<file path="config.mk">
export PLATFORM = sky130hd
export DESIGN_NAME = multicycle_control_flat
export DESIGN_NICKNAME = d
export VERILOG_FILES = /design/src/rtl/multicycle_control_pkg.sv /design/src/rtl/multicycle_control_if.sv /design/src/rtl/multicycle_control_decode.sv /design/src/rtl/multicycle_control.sv /design/src/flat_wrapper.sv
export SDC_FILE = /design/constraint.sdc
export NUM_CORES = 1
export LEC_CHECK = 0
export ABC_AREA = 1
export ABC_CLOCK_PERIOD_IN_PS = 3900
export CAP_MARGIN = 20
export CORE_ASPECT_RATIO = 1.4
export CORE_MARGIN = 1.5
export CORE_UTILIZATION = 54
export DETAILED_ROUTE_END_ITERATION = 16
export PLACE_DENSITY = 0.85
export SLEW_MARGIN = 20
export SYNTH_ARGS = -nofsm -noshare
export SYNTH_HDL_FRONTEND = slang
export SYNTH_HIERARCHICAL = 1
export SYNTH_SLANG_ARGS = --single-unit
export TNS_END_PERCENT = 30
</file>
<file path="constraint.sdc">
create_clock -name clk -period 3.9 [get_ports clk]
set_input_delay 0.585 -clock clk [delete_from_list [all_inputs] [get_ports clk]]
set_output_delay 0.585 -clock clk [all_outputs]
set_load 0.05 [all_outputs]
</file>
<file path="src/rtl/multicycle_control_pkg.sv">
// mc_pkg: shared types and encodings for the multi-cycle MIPS controller.
// Optional feature macro: MC_ILLEGAL_TRAP_EN (adds the HALT state).
package mc_pkg;

  localparam int ALU_OP_W = 4;

  typedef enum logic [2:0] {
    S_FETCH,
    S_DECODE,
    S_EXEC,
    S_MEM,
    S_WB
`ifdef MC_ILLEGAL_TRAP_EN
    , S_HALT
`endif
  } mc_state_e;

  // Opcodes (IR[31:26])
  localparam logic [5:0] OP_RTYPE = 6'b000000;
  localparam logic [5:0] OP_LW    = 6'b100011;
  localparam logic [5:0] OP_SW    = 6'b101011;
  localparam logic [5:0] OP_BEQ   = 6'b000100;
  localparam logic [5:0] OP_ADDI  = 6'b001000;
  localparam logic [5:0] OP_ORI   = 6'b001101;
  localparam logic [5:0] OP_J     = 6'b000010;

  // R-type funct codes (IR[5:0])
  localparam logic [5:0] FN_ADD  = 6'b100000;
  localparam logic [5:0] FN_SUB  = 6'b100010;
  localparam logic [5:0] FN_AND  = 6'b100100;
  localparam logic [5:0] FN_OR   = 6'b100101;
  localparam logic [5:0] FN_SLL  = 6'b000000;
  localparam logic [5:0] FN_SRL  = 6'b000010;
  localparam logic [5:0] FN_SLTU = 6'b101011;

  // ALU operation codes
  localparam logic [ALU_OP_W-1:0] ALU_ADD  = 4'b0010;
  localparam logic [ALU_OP_W-1:0] ALU_SUB  = 4'b0110;
  localparam logic [ALU_OP_W-1:0] ALU_AND  = 4'b0000;
  localparam logic [ALU_OP_W-1:0] ALU_OR   = 4'b0001;
  localparam logic [ALU_OP_W-1:0] ALU_SLL  = 4'b1010;
  localparam logic [ALU_OP_W-1:0] ALU_SRL  = 4'b1100;
  localparam logic [ALU_OP_W-1:0] ALU_SLTU = 4'b0111;

  typedef enum logic [2:0] {
    CLS_NONE,
    CLS_RTYPE,
    CLS_LW,
    CLS_SW,
    CLS_BEQ,
    CLS_ADDI,
    CLS_ORI,
    CLS_J
  } mc_class_e;

  // Registered Moore strobes; ir_write and the fetch-time pc_write are
  // derived from mem_ready separately.
  typedef struct packed {
    logic                mem_read;
    logic                mem_write;
    logic                iord;
    logic                pc_write;
    logic                pc_write_cond;
    logic [1:0]          pc_src;
    logic                alu_src_a;
    logic [1:0]          alu_src_b;
    logic [ALU_OP_W-1:0] alu_op;
    logic                reg_write;
    logic                reg_dst;
    logic                mem_to_reg;
  } mc_ctl_t;

endpackage

</file>
<file path="src/rtl/multicycle_control_if.sv">
// Datapath <-> controller bundle. master = controller, slave = datapath.
// Handshake: the controller holds mem_read/mem_write steady until a cycle in
// which mem_ready is 1; that cycle completes the access (no minimum wait).
interface multicycle_control_if;

  logic [5:0]                   opcode;
  logic [5:0]                   funct;
  logic                         zero;
  logic                         mem_ready;
  logic                         mem_read;
  logic                         mem_write;
  logic                         iord;
  logic                         ir_write;
  logic                         pc_write;
  logic                         pc_write_cond;
  logic [1:0]                   pc_src;
  logic                         alu_src_a;
  logic [1:0]                   alu_src_b;
  logic [mc_pkg::ALU_OP_W-1:0]  alu_op;
  logic                         reg_write;
  logic                         reg_dst;
  logic                         mem_to_reg;
  logic                         illegal;
  mc_pkg::mc_state_e            dbg_state;

  modport master (
    input  opcode, funct, zero, mem_ready,
    output mem_read, mem_write, iord, ir_write, pc_write, pc_write_cond,
           pc_src, alu_src_a, alu_src_b, alu_op, reg_write, reg_dst,
           mem_to_reg, illegal, dbg_state
  );

  modport slave (
    output opcode, funct, zero, mem_ready,
    input  mem_read, mem_write, iord, ir_write, pc_write, pc_write_cond,
           pc_src, alu_src_a, alu_src_b, alu_op, reg_write, reg_dst,
           mem_to_reg, illegal, dbg_state
  );

endinterface

</file>
<file path="src/rtl/multicycle_control_decode.sv">
// mc_decode: opcode/funct -> instruction class, EXEC-cycle ALU op and a
// supported flag. Purely combinational.
module mc_decode
  import mc_pkg::*;
(
  input  logic [5:0]          opcode,
  input  logic [5:0]          funct,
  output mc_class_e           cls,
  output logic [ALU_OP_W-1:0] exec_alu_op,
  output logic                supported
);

  // Classify the instruction; unknown opcode or R-type funct maps to CLS_NONE
  always_comb begin
    cls         = CLS_NONE;
    exec_alu_op = ALU_ADD;
    case (opcode)
      OP_RTYPE: begin
        cls = CLS_RTYPE;
        case (funct)
          FN_ADD:  exec_alu_op = ALU_ADD;
          FN_SUB:  exec_alu_op = ALU_SUB;
          FN_AND:  exec_alu_op = ALU_AND;
          FN_OR:   exec_alu_op = ALU_OR;
          FN_SLL:  exec_alu_op = ALU_SLL;
          FN_SRL:  exec_alu_op = ALU_SRL;
          FN_SLTU: exec_alu_op = ALU_SLTU;
          default: cls = CLS_NONE;
        endcase
      end
      OP_LW:   cls = CLS_LW;
      OP_SW:   cls = CLS_SW;
      OP_ADDI: cls = CLS_ADDI;
      OP_ORI: begin
        cls         = CLS_ORI;
        exec_alu_op = ALU_OR;
      end
      OP_BEQ: begin
        cls         = CLS_BEQ;
        exec_alu_op = ALU_SUB;
      end
      OP_J:    cls = CLS_J;
      default: cls = CLS_NONE;
    endcase
    supported = (cls != CLS_NONE);
  end

endmodule

</file>
<file path="src/rtl/multicycle_control.sv">
// multicycle_control: FETCH/DECODE/EXEC/MEM/WB sequencer for a multi-cycle
// MIPS datapath with a shared, stallable memory port.
// Optional feature macro: MC_ILLEGAL_TRAP_EN -- unsupported instructions park
// the controller in HALT with illegal=1 until reset; otherwise they are NOPs.
module multicycle_control
  import mc_pkg::*;
(
  input  logic                clk,
  input  logic                rst_n,
  multicycle_control_if.master bus
);

  mc_state_e           state_q, state_d;
  mc_ctl_t             ctl_q, ctl_d;
  logic [5:0]          opcode_q, opcode_d;
  logic [5:0]          funct_q, funct_d;
  mc_class_e           cls;
  logic [ALU_OP_W-1:0] exec_alu_op;
  logic                supported;
  logic                fetch_done;
  logic                mem_done;

  // IR fields are live in DECODE and captured there; later states use the copy
  always_comb begin
    opcode_d = opcode_q;
    funct_d  = funct_q;
    if (state_q == S_DECODE) begin
      opcode_d = bus.opcode;
      funct_d  = bus.funct;
    end
  end

  mc_decode u_decode (
    .opcode      (opcode_d),
    .funct       (funct_d),
    .cls         (cls),
    .exec_alu_op (exec_alu_op),
    .supported   (supported)
  );

  // A fetch only completes once the read request is actually on the port,
  // which keeps the idle cycle right after reset free of strobes.
  assign fetch_done = (state_q == S_FETCH) && ctl_q.mem_read && bus.mem_ready;
  assign mem_done   = (state_q == S_MEM) && bus.mem_ready;

  // Next-state selection
  always_comb begin
    state_d = state_q;
    case (state_q)
      S_FETCH:  if (fetch_done) state_d = S_DECODE;
      S_DECODE: begin
        if (supported) begin
          state_d = S_EXEC;
        end else begin
`ifdef MC_ILLEGAL_TRAP_EN
          state_d = S_HALT;
`else
          state_d = S_FETCH;
`endif
        end
      end
      S_EXEC: begin
        case (cls)
          CLS_LW, CLS_SW:  state_d = S_MEM;
          CLS_BEQ, CLS_J:  state_d = S_FETCH;
          default:         state_d = S_WB;
        endcase
      end
      S_MEM:    if (mem_done) state_d = (cls == CLS_LW) ? S_WB : S_FETCH;
      S_WB:     state_d = S_FETCH;
`ifdef MC_ILLEGAL_TRAP_EN
      S_HALT:   state_d = S_HALT;
`endif
      default:  state_d = S_FETCH;
    endcase
  end

  // Moore strobes for the state being entered, registered alongside it
  always_comb begin
    ctl_d = '0;
    case (state_d)
      S_FETCH: begin
        ctl_d.mem_read  = 1'b1;
        ctl_d.alu_src_b = 2'b01;
        ctl_d.alu_op    = ALU_ADD;
      end
      S_DECODE: begin
        ctl_d.alu_src_b = 2'b11;
        ctl_d.alu_op    = ALU_ADD;
      end
      S_EXEC: begin
        case (cls)
          CLS_RTYPE: begin
            ctl_d.alu_src_a = 1'b1;
            ctl_d.alu_src_b = 2'b00;
            ctl_d.alu_op    = exec_alu_op;
          end
          CLS_LW, CLS_SW, CLS_ADDI, CLS_ORI: begin
            ctl_d.alu_src_a = 1'b1;
            ctl_d.alu_src_b = 2'b10;
            ctl_d.alu_op    = exec_alu_op;
          end
          CLS_BEQ: begin
            ctl_d.alu_src_a     = 1'b1;
            ctl_d.alu_src_b     = 2'b00;
            ctl_d.alu_op        = exec_alu_op;
            ctl_d.pc_write_cond = 1'b1;
            ctl_d.pc_src        = 2'b01;
          end
          CLS_J: begin
            ctl_d.pc_write = 1'b1;
            ctl_d.pc_src   = 2'b10;
          end
          default: ctl_d = '0;
        endcase
      end
      S_MEM: begin
        ctl_d.iord      = 1'b1;
        ctl_d.mem_read  = (cls == CLS_LW);
        ctl_d.mem_write = (cls == CLS_SW);
      end
      S_WB: begin
        ctl_d.reg_write  = 1'b1;
        ctl_d.reg_dst    = (cls == CLS_RTYPE);
        ctl_d.mem_to_reg = (cls == CLS_LW);
      end
      default: ctl_d = '0;
    endcase
  end

  // Single state register with registered strobes and latched IR fields
  always_ff @(posedge clk or negedge rst_n) begin
    if (!rst_n) begin
      state_q  <= S_FETCH;
      ctl_q    <= '0;
      opcode_q <= '0;
      funct_q  <= '0;
    end else begin
      state_q  <= state_d;
      ctl_q    <= ctl_d;
      opcode_q <= opcode_d;
      funct_q  <= funct_d;
    end
  end

  // ir_write and the PC increment fire in the same cycle the fetch completes
  assign bus.ir_write      = fetch_done;
  assign bus.pc_write      = ctl_q.pc_write | fetch_done;
  assign bus.mem_read      = ctl_q.mem_read;
  assign bus.mem_write     = ctl_q.mem_write;
  assign bus.iord          = ctl_q.iord;
  assign bus.pc_write_cond = ctl_q.pc_write_cond;
  assign bus.pc_src        = ctl_q.pc_src;
  assign bus.alu_src_a     = ctl_q.alu_src_a;
  assign bus.alu_src_b     = ctl_q.alu_src_b;
  assign bus.alu_op        = ctl_q.alu_op;
  assign bus.reg_write     = ctl_q.reg_write;
  assign bus.reg_dst       = ctl_q.reg_dst;
  assign bus.mem_to_reg    = ctl_q.mem_to_reg;
  assign bus.dbg_state     = state_q;
`ifdef MC_ILLEGAL_TRAP_EN
  assign bus.illegal       = (state_q == S_HALT);
`else
  assign bus.illegal       = 1'b0;
`endif

endmodule

</file>
<file path="src/flat_wrapper.sv">
// flat-port wrapper written by rule: the top's interface ports become plain ports
module multicycle_control_flat import mc_pkg::*;
  (clk, rst_n, bus_opcode, bus_funct, bus_zero, bus_mem_ready, bus_mem_read, bus_mem_write, bus_iord, bus_ir_write, bus_pc_write, bus_pc_write_cond, bus_pc_src, bus_alu_src_a, bus_alu_src_b, bus_alu_op, bus_reg_write, bus_reg_dst, bus_mem_to_reg, bus_illegal, bus_dbg_state);
  multicycle_control_if bus_i ();
  input  logic clk;
  input  logic rst_n;
  input wire logic [$bits(bus_i.opcode)-1:0] bus_opcode;
  input wire logic [$bits(bus_i.funct)-1:0] bus_funct;
  input wire logic [$bits(bus_i.zero)-1:0] bus_zero;
  input wire logic [$bits(bus_i.mem_ready)-1:0] bus_mem_ready;
  output wire logic [$bits(bus_i.mem_read)-1:0] bus_mem_read;
  output wire logic [$bits(bus_i.mem_write)-1:0] bus_mem_write;
  output wire logic [$bits(bus_i.iord)-1:0] bus_iord;
  output wire logic [$bits(bus_i.ir_write)-1:0] bus_ir_write;
  output wire logic [$bits(bus_i.pc_write)-1:0] bus_pc_write;
  output wire logic [$bits(bus_i.pc_write_cond)-1:0] bus_pc_write_cond;
  output wire logic [$bits(bus_i.pc_src)-1:0] bus_pc_src;
  output wire logic [$bits(bus_i.alu_src_a)-1:0] bus_alu_src_a;
  output wire logic [$bits(bus_i.alu_src_b)-1:0] bus_alu_src_b;
  output wire logic [$bits(bus_i.alu_op)-1:0] bus_alu_op;
  output wire logic [$bits(bus_i.reg_write)-1:0] bus_reg_write;
  output wire logic [$bits(bus_i.reg_dst)-1:0] bus_reg_dst;
  output wire logic [$bits(bus_i.mem_to_reg)-1:0] bus_mem_to_reg;
  output wire logic [$bits(bus_i.illegal)-1:0] bus_illegal;
  output wire logic [$bits(bus_i.dbg_state)-1:0] bus_dbg_state;
  assign bus_i.opcode = bus_opcode;
  assign bus_i.funct = bus_funct;
  assign bus_i.zero = bus_zero;
  assign bus_i.mem_ready = bus_mem_ready;
  assign bus_mem_read = bus_i.mem_read;
  assign bus_mem_write = bus_i.mem_write;
  assign bus_iord = bus_i.iord;
  assign bus_ir_write = bus_i.ir_write;
  assign bus_pc_write = bus_i.pc_write;
  assign bus_pc_write_cond = bus_i.pc_write_cond;
  assign bus_pc_src = bus_i.pc_src;
  assign bus_alu_src_a = bus_i.alu_src_a;
  assign bus_alu_src_b = bus_i.alu_src_b;
  assign bus_alu_op = bus_i.alu_op;
  assign bus_reg_write = bus_i.reg_write;
  assign bus_reg_dst = bus_i.reg_dst;
  assign bus_mem_to_reg = bus_i.mem_to_reg;
  assign bus_illegal = bus_i.illegal;
  assign bus_dbg_state = bus_i.dbg_state;
  multicycle_control u_core (.clk(clk), .rst_n(rst_n), .bus(bus_i));
endmodule
</file>
==> results by group <==
Status
  • Status: completed

Synth
  • Syn nets: 206
  • FF+latch count, synth: 32
  • Sequential area share after synthesis: 0.4713
  • Largest area contributor in the netlist: dfrtp_1
  • Post-synth top area share: 0.4713
  • Yosys cell types: 25
  • Average size of a mapped cell: 8.943 µm²
  • Yosys warns: 6
  • Synthesized cell area: 1699 µm²
  • Area contributors post-synth: dfrtp_1, mux2_4, nand2_1
  • Mapped Cells: 190

Critical path
  • Worst Setup SP: u_core/bus.dbg_state[1]
  • Reg2Reg Depth: 13
  • Max FO, Critical Path: 12
  • CP Capture Type: flop
  • Class of the most critical setup path: reg -> reg
  • R2R Path End: u_core/bus.alu_op[1]
  • Req. time, crit path: 4.06 ns
  • Reg2reg setup slack: 1.02 ns
  • CP Launch Type: flop
  • Critical Path AT: 3.04 ns
  • R2r startpoint: u_core/bus.dbg_state[1]

Timing
  • Slew margin rel.: 0.6648
  • Setup TNS: 0 ns
  • Final hold vios: 0
  • RSZ-0062 raised after global routing: false
  • Tmin final: 2.879 ns
  • Setup ws final: 1.021 ns
  • Clock skew: 0.004852 ns
  • Post-route clock period utilization: 0.7381
  • Final slew viol count: 0
  • Count of final setup violators: 0
  • Fin Hold WS: 0.5129 ns
  • Slew at the pin with the worst max-slew slack: 0.5013 ns
  • Fmax: 0.3474 GHz

Pwr
  • PwrDens: 792.4 nW/µm²
  • Maximum vdd drop: 0.0005549 V
  • Leak pwr: 1.119 nW

Clock tree
  • Cts repair resizes: 0
  • Post-CTS Setup Inserts: 0
  • H-Tree Level Count: 2
  • Cts hold-fix bufs: 0
  • Cts bufs inserted: 5
  • CTS root buf: clkbuf_8
  • Reg clk slew, reported paths: 0.06 ns
  • Clock Latency Late Sink: 0.28 ns
  • CTS sink count: 32
  • CTS Buffer Depth: 2
  • CTS tree: yes

Worst hold path
  • Hold Path Sink: u_core/opcode_q[2]
  • Worst Hold Class: reg -> reg
  • Min-delay src: u_core/opcode_q[2]
  • Hold depth: 1

Floorplan
  • Core box area: 2935 µm²
  • Std-Cell Rows: 23
  • DIE WIDTH: 50.41 µm
  • # IOs: 38
  • Die height: 69.37 µm
  • Starting Density: 0.5789
  • Die area: 3497 µm²

Place
  • Place WS: 1.018 ns
  • I/O Buffers: 35
  • Placed cell count: 253
  • Post-detail-place hpwl: 2.076 mm
  • GP Congestion: 0.9196

Final layout
  • Final Instance Count excl. Fillers: 260
  • Nets: 239
  • Antenna cells: 0
  • P&R area growth vs syn: 24.82%
  • Share of layout cells above drive strength 1: 0.1928

Global routing
  • Largest net degree at the start of global routing: 33
  • Total track usage: 0.1885
  • First-pass GRT wire length: 4.961 mm
  • Number of global-route vias before repair: 1205
  • Initial antenna violation count: 0
  • Gr ovfl total: 0

Drt
  • Drt drc: 0
  • ANT nets after route: 0
  • First DRT Iteration DRCs: 28
  • Final wirelength: 2.783 mm
  • Wire per inst: 10.70 µm
  • 1st-pass router iterations: 4
  • Via density: 4.781
  • Via count: 1243

Flow run
  • Max-cap violations: 0
[worst max-delay path: stages (launching register included)]
cell	delay [ns]
dfrtp_1	0.40
inv_1	0.12
nand3_2	0.34
mux2_2	0.43
nor2_2	0.22
nand4_2	0.19
nand4_1	0.28
nor2_1	0.08
nand3_1	0.11
nand4_2	0.22
inv_1	0.14
nor2_1	0.07
nand2_1	0.10
nand2_1	0.06
[synth_stat cells, drive strengths merged]
library cell  count
a31oi             2
nor2             36
conb              1
a21boi            1
inv              31
mux2             12
o21ai             5
nand3            22
nand4             4
dfrtp            32
nor3              1
or2               1
nand2            31
buf              10
and3              1
[placed cells by master (no fill, tap or decap), drive strengths merged]
cell,instances
inv,31
buf,1
conb,1
and3,1
a21boi,1
mux2,12
clkdlybuf4s50,35
or2,1
nor2,36
nand2,31
dfrtp,32
a31oi,2
clkbuf,7
nor3,1
nand4,4
o21ai,5
nand3,22
[kinds of logic (layout without fill, tap and decap cells)]
| family | Yosys count | in the layout | synth area share |
|---|---|---|---|
| mux | 12 | 12 | 0.1016 |
| other cells | 1 | 1 | 0.002207 |
| flops | 32 | 32 | 0.4713 |
| compound gates | 8 | 8 | 0.02871 |
| simple gates | 96 | 96 | 0.2813 |
| buf+inv | 41 | 74 | 0.1149 |
[where the power goes]
group | total [mW] | internal [mW] | switching, mW
Clock | 0.267 | 0.157 | 0.110
Combinational | 0.943 | 0.348 | 0.595
Sequential | 0.470 | 0.430 | 0.0398
[metrics by stage]
step | instance area (µm²) | total power, mW | util
global route | 2121 | 1.808 | 0.7225
detailed placement | 2024 | 1.413 | 0.6897
finish | 2121 | 1.681 | 0.7225
floorplan | 1699 | 1.231 | -
global placement | 2024 | 1.397 | 0.6897
CTS | 2121 | 1.689 | 0.7225
[worst max-delay path by stage]
stage | cells past startpoint | to
after floorplan | 18 | u_core/bus.alu_op[1]
after global routing | 13 | u_core/bus.alu_op[1]
after CTS | 7 | bus_pc_write
final | 13 | u_core/bus.alu_op[1]
after detailed placement | 7 | bus_pc_write
after global placement | 7 | bus_pc_write
[per-layer routing]
metal / share of wire / track usage
met1: 0.41 / 0.2034
met3: 0.043 / 0.05819
met2: 0.52 / 0.3202
met5: 0 / 0
met4: 0.029 / 0.1021
[area by class of cell]
cell class	count	area, µm²
fill	246	814.5
timing repair buffer	36	357.8
clock buffer	7	96.34
tap	37	46.29
sequential	32	800.8
inverter	31	116.4
multi-input combinational	117	703.2
Power figures use the tool's default switching activity.
